### config.mk
export PLATFORM = sky130hd
export DESIGN_NAME = rr_onehot_sel_arb3
export DESIGN_NICKNAME = d
export VERILOG_FILES = /design/src/rtl/rr_onehot_sel_arb3.sv
export SDC_FILE = /design/constraint.sdc
export NUM_CORES = 1
export LEC_CHECK = 0
export CAP_MARGIN = 20
export CORE_AREA = 2 2 39 41
export CTS_BUF_LIST = sky130_fd_sc_hd__clkbuf_8
export CTS_CLUSTER_DIAMETER = 80
export CTS_CLUSTER_SIZE = 25
export DETAILED_ROUTE_END_ITERATION = 10
export DIE_AREA = 0 0 41 43
export GPL_TIMING_DRIVEN = 0
export HOLD_SLACK_MARGIN = 0.12
export PLACE_DENSITY = 0.71
export SLEW_MARGIN = 15
export SYNTH_ARGS = -nofsm -noshare
export SYNTH_HDL_FRONTEND = slang
export SYNTH_SLANG_ARGS = --single-unit
### constraint.sdc
create_clock -name clk -period 2.82 [get_ports clk]
set_input_delay 0.423 -clock clk [delete_from_list [all_inputs] [get_ports clk]]
set_output_delay 0.423 -clock clk [all_outputs]
set_load 0.005 [all_outputs]
### src/rtl/rr_onehot_sel_arb3.sv
// rr_onehot_sel_arb3: 3-source round-robin arbiter with max-hold. clk/rst_n (sync, active-low) in; req[2:0] in; sel (one-hot or zero), sel_valid, sel_idx out, all registered.
module rr_onehot_sel_arb3 #(
  parameter int MAX_HOLD = 4,
  localparam int CNT_W = $clog2(MAX_HOLD + 1)
) (
  input  logic       clk,
  input  logic       rst_n,
  input  logic [2:0] req,
  output logic [2:0] sel,
  output logic       sel_valid,
  output logic [1:0] sel_idx
);
  typedef enum logic {IDLE, GRANT} state_t;
  state_t state;
  logic [1:0] last_ptr, s1, s2, s3, win;
  logic [CNT_W-1:0] hold_cnt;
  logic expired, keep, found;
  logic [2:0] cand;
  function automatic logic [1:0] nxt(input logic [1:0] p);
    return p == 2'd2 ? 2'd0 : p + 2'd1;
  endfunction
  always_comb begin
    expired = hold_cnt == CNT_W'(MAX_HOLD);
    keep = state == GRANT && req[sel_idx] && (!expired || (req & ~sel) == 3'b000);
    cand = state == GRANT ? req & ~sel : req;
    s1 = nxt(last_ptr);
    s2 = nxt(s1);
    s3 = nxt(s2);
    win = cand[s1] ? s1 : cand[s2] ? s2 : s3;
    found = |cand;
  end
  always_ff @(posedge clk) begin
    if (!rst_n) begin
      state <= IDLE;
      sel <= 3'b000;
      sel_valid <= 1'b0;
      sel_idx <= 2'd0;
      last_ptr <= 2'd2;
      hold_cnt <= '0;
    end else if (keep) begin
      hold_cnt <= expired ? hold_cnt : hold_cnt + CNT_W'(1);
    end else if (found) begin
      state <= GRANT;
      sel <= 3'b001 << win;
      sel_valid <= 1'b1;
      sel_idx <= win;
      last_ptr <= win;
      hold_cnt <= CNT_W'(1);
    end else begin
      state <= IDLE;
      sel <= 3'b000;
      sel_valid <= 1'b0;
      sel_idx <= 2'd0;
      hold_cnt <= '0;
    end
  end
endmodule

Yosys cells after proc, flatten, opt, wreduce, memory -nomap -nowiden
Index checks and enable logic that the tools add are counted.

Add/subtract/negate cells: 4. Order comparisons: 3. Equality and inequality tests: 5. Shift operators: 1. Mux-type cells: 18. Bitwise gates (word level): 3. Reduce and logical (&&, ||, !) cells: 7.

Operator list (number): $mux W2 (6); $mux W3 (4); $lt A2 B3 Y1 const B (3); $add A2 B1 Y2 const B (3); $bmux W1 S2 (3); $eq A2 B2 Y1 const B (3); $mux W1 (5); $add A3 B1 Y3 const B (1); $and A3 B3 Y3 (1); $eq A3 B3 Y1 const B (1); $logic_not A3 Y1 (1); $not A3 Y3 (1); $reduce_or A3 Y1 (1); $shl A1 B2 Y3 const A (1); $logic_and A1 B1 Y1 (2); $ne A2 B2 Y1 const B (1); $reduce_and A2 Y1 (1); $logic_not A1 Y1 (1); $logic_or A1 B1 Y1 (1); $not A1 Y1 (1).

Flip-flop bits (word level): 11. Input bits: 5. Output and inout port bits: 6.

Longest topological paths before layout
Gate-level depths: netlist (run 1).

Depth after elaboration: 10. Gate-level depth with buffers: 6.

Worst setup path after synthesis (run 1)
Ideal clock, no wire load.

Kind: input to register. From: in req[0]. To: reg hold_cnt[2]. Library setup time: 0.073 ns. Arrival: 1.483 ns. Setup slack: 1.264 ns. Stages on the path: 5. Buffers on the path: 1. Cell sequence: nor2b_1 a221o_1 a311o_1 buf_6 nor3_4.

Word-level cells in the longest chain between the ends: 5. Elaborated cells on any way between the ends: 9.

RTL lines: from (decl) (line 8) `input logic [2:0] req,`; $bmux W1 S2 or $and A3 B3 Y3 (tied branches) (line 24) `keep = state == GRANT && req[sel_idx] && (!expired || (req & ~sel) == 3'b000);`; $mux W1 (implied by the code) or $logic_not A3 Y1 (tied branches) (line 24); $logic_and A1 B1 Y1 or $logic_or A1 B1 Y1 (tied branches) (line 24); $logic_and A1 B1 Y1 (*) (line 24); $ne A2 B2 Y1 (no line) or $mux W3 (tied branches); to (signal assigned) (line 41) `hold_cnt <= expired ? hold_cnt : hold_cnt + CNT_W'(1);`; to (decl) (line 16) `logic [CNT_W-1:0] hold_cnt;`.

Every way passes the cells marked *; elsewhere a longest branch is shown, timed or not. The select of a mux whose other input is x is not followed. A chain may end at the register's enable or synchronous reset.

Worst setup path after layout (run 1)
From: in req[1]. To: reg last_ptr[0].

Word-level cells in the longest chain between the ends: 6. Elaborated cells on any way between the ends: 17.

RTL lines: $and A3 B3 Y3 or $bmux W1 S2 (tied branches) (line 24, 25); $mux W3 (tied with other cells) (line 25) `cand = state == GRANT ? req & ~sel : req;`; $bmux W1 S2 (tied with other cells) (line 29) `win = cand[s1] ? s1 : cand[s2] ? s2 : s3;`; $mux W1 (implied by the code) or $logic_and A1 B1 Y1 (tied branches) (line 29, 24); $mux W2 or $not A1 Y1 (tied branches); $mux W2 or $reduce_and A2 Y1 (tied branches); to (signal assigned) (line 47) `last_ptr <= win;`; to (decl) (line 15) `logic [1:0] last_ptr, s1, s2, s3, win;`.

Parallel ways exist; a longest one is shown, timed or not. The select of a mux whose other input is x is not followed.

==> results of run 1 <==
[flip-flops by register name, summed over array words and instances (netlist names)]
| name | flops |
|---|---|
| sel | 3 |
| sel_idx | 2 |
| last_ptr | 2 |
| state | 1 |
| hold_cnt | 3 |
[routing by layer]
layer	up-vias	global-route usage (%)	routed length, um
li1	281	-	-
met1	254	25.0	582
met2	11	24.1	623
met3	4	4.71	56
met4	0	10.0	23
met5	-	0	0
[power by group]
part	switching [W]	internal, W	total [W]	leakage (nW)
Combinational	0.0000668	0.0000775	0.000144	0.174
Clock	0.0000664	0.0000974	0.000164	0.0255
Sequential	0.0000279	0.000180	0.000208	0.0906
[Yosys cell counts (all sizes together), types with 2 or more instances]
master,number,area [sq um]
a21oi,2,10.0
o21ai,4,20.0
ha,2,25.0
nor2,4,15.0
dfxtp,11,220
o22ai,5,31.3
nor2b,3,18.8
a21bo,3,30.0
inv,7,26.3
nand3,2,10.0
nand2,6,22.5
nor3,2,21.3
[worst max-delay path, cell delays in order]
cell and delay, ns:
clkdlybuf4s50_1 0.49, a221o_1 0.44, o221ai_2 0.34, a2bb2o_1 0.32
[logic make-up after synthesis]
| group | after synthesis | synth area share [%] |
|---|---|---|
| adder cells (fa/ha/maj) | 2 | 4.11 |
| buffers and inverters | 8 | 6.16 |
| multiplexers | 2 | 3.49 |
| flip-flops | 11 | 36.1 |
| AND/OR/NAND/NOR | 20 | 17.9 |
| AO/OA/AOI/OAI | 24 | 30.8 |
| XOR/XNOR | 1 | 1.44 |
[path summary, 6_finish.rpt]
check | startpoint | end | slack [ns] | depth (start not counted)
worst min register to register | hold_cnt[1] | hold_cnt[1] | 0.48 | 2
worst max-delay path | req[1] | last_ptr[0] | 0.93 | 4
worst max register to register | hold_cnt[0] | last_ptr[0] | 1.10 | 6
worst min-delay path | hold_cnt[1] | hold_cnt[1] | 0.48 | 2
[cell type report]
type                    instances  share of cell area, %
multi-input cells              49                   45.3
flip-flops and latches         11                   28.4
repair buffers                 10                   12.9
clock buffers                   3                   5.32
inverters                       7                   3.39
well taps                      16                   2.58
plain buffers                   1                   1.45
clock inverters                 1                  0.645
[metrics by stage]
stage | hold slack [ns] | area [sq um] | total power (W) | cells | setup slack [ns]
after global placement | 0.476 | 729 | 0.000353 | 94 | 0.668
after detailed placement | 0.477 | 729 | 0.000355 | 94 | 0.670
after CTS | 0.485 | 776 | 0.000519 | 98 | 0.919
after global routing | 0.520 | 776 | 0.000542 | 98 | 0.780
after floorplan | 0.458 | 609 | 0.000298 | 68 | 1.26
final | 0.483 | 776 | 0.000516 | 98 | 0.926
==> summary.md, run 1 <==
| Metric | Value |
|---|---|
| Outcome | `complete, no violations` |
| Core area | `between 1000 and 1500 sq um` |
| Die Width | `41 um` |
| Setup-failing EPs final | `0` |
| Worst-case clock buffer depth | `2` |
| Worst-Skew Late Latency | `around 0.24 ns` |
| Critical Path Start Type | `input port` |
| Seq cells post-synth | `11` |
| Number of synthesized flops with an enable pin | `0` |
| Element type at the critical path end | `register` |
| DRT iter0 DRCs | `5` |
| Leak | `~0.29 nW` |
| Layout cells sized above 1 | `a little over an eighth` |
| Worst slew margin | `between 70 and 80%` |
| Critical path class | `input port to register` |
| Async SR Flop Fraction | `0%` |
| Post-Route Utilization | `approximately 56%` |
| Crit share post-route | `between 60 and 70%` |
| Setup TNS | `0 ns` |
| PortBufs | `10` |
| Post-Syn Nets | `75` |
| Nets | `90` |
| Synth Area per Inst | `8.96 sq um` |
| Most common cell after layout, fill and taps aside | `dfxtp_1` |
| PD cells | `approximately 660 nW/um^2` |
| Yosys warnings | `0` |
| # DRC | `0` |
| CP max FO | `7` |
| Tot GR Track Use | `about 18%` |
| CTS clock-pin slew for the worst setup and hold paths | `around 0.060 ns` |
| Hold Crit Class | `register to register` |
| Peak Freq | `~530 MHz` |
| RSZ-0062 raised after global routing | `false` |
| Fin. Hold Viols | `0` |
| Die footprint | `1760 sq um` |
| Post-DRT Antenna Nets | `0` |
| Worst Skew | `between 0.007 and 0.008 ns` |
| Synth Flop Type | `dfxtp_1` |
| Ant. Diodes | `0` |
| Post-CTS sizing | `0` |
| FP Rows | `14` |
| Worst path required time | `2.95 ns` |
| Antenna violations before repair | `0` |
| FILL cells | `around 130` |
| Area of the multi-input gates | `~350 sq um` |
| Post-CTS Setup Bufs | `0` |
| Distinct cell type count after synthesis | `31` |
| Hold-fix buffers at CTS | `0` |
| FF+latch area | `between 200 and 250 sq um` |
| Initial Util | `44.0%` |
| DR vias | `550` |
| Arr. time, crit path | `2.02 ns` |
| Num Clock Sinks | `11` |
| Die H | `around 43 um` |
| Mapped Area | `slightly above 600 sq um` |
| I/O pin count | `11` |
| Register area share after synthesis | `between 30% and 40%` |
| Via-per-instance ratio | `approximately 5.6` |
| Wire length per cell | `roughly 13 um` |
| First-pass GRT wire length | `2130 um` |
| Maxcap violations | `0` |
| P&R area growth vs syn | `27.3%` |
| Most frequent cells in the layout | `11 x dfxtp_1, 10 x clkdlybuf4s50_1, 7 x inv_1` |
| Total CTS buffers | `3` |
| Max-slew violations | `0` |
| Pin count of the biggest net entering global routing | `10` |
| Root Driver | `clkbuf_8` |
| CTS tree | `built` |
| Worst vdd ir | `approximately 0.37 mV` |
| Syn Inst Count | `between 60 and 70` |
| Remaining global-route overflow | `0` |
| TritonRoute pass-1 iters | `4` |
| Final wirelength | `about 1300 um` |
| Tmin final | `~1.9 ns` |
| H-tree depth | `1` |
| Worst-Margin Slew | `around 0.36 ns` |
| Dpl hpwl | `approximately 1000 um` |
| Vias in the first global route | `484` |
| GPL Wtd Cong | `~0.73` |
Note: power is estimated with default switching activity, not from simulation.
==> run 2: changes to the inputs <==
- clock period: 2.82 -> 1.95 ns (I/O delays scaled with it)
==> results of run 2 <==
Same layout as run 1 (identical final DEF). Status: complete, no violations.
Main changes from that run: setup slack after placement 0.670 ns -> -0.0700 ns; setup slack after layout 0.926 ns -> 0.187 ns; register-to-register setup slack 1.10 ns -> 0.23 ns; total power 0.000516 W -> 0.000746 W; worst IR drop on VDD 0.373 mV -> 0.540 mV
==> run 3: changes to the inputs <==
- CTS_CLUSTER_DIAMETER: 80 -> unset
==> results of run 3 <==
Same layout as run 1 (identical final DEF). Status: complete, no violations.
Main changes from that run: setup slack after placement 0.670 ns -> -0.0700 ns; setup slack after layout 0.926 ns -> 0.187 ns; register-to-register setup slack 1.10 ns -> 0.23 ns; total power 0.000516 W -> 0.000746 W; worst IR drop on VDD 0.373 mV -> 0.540 mV
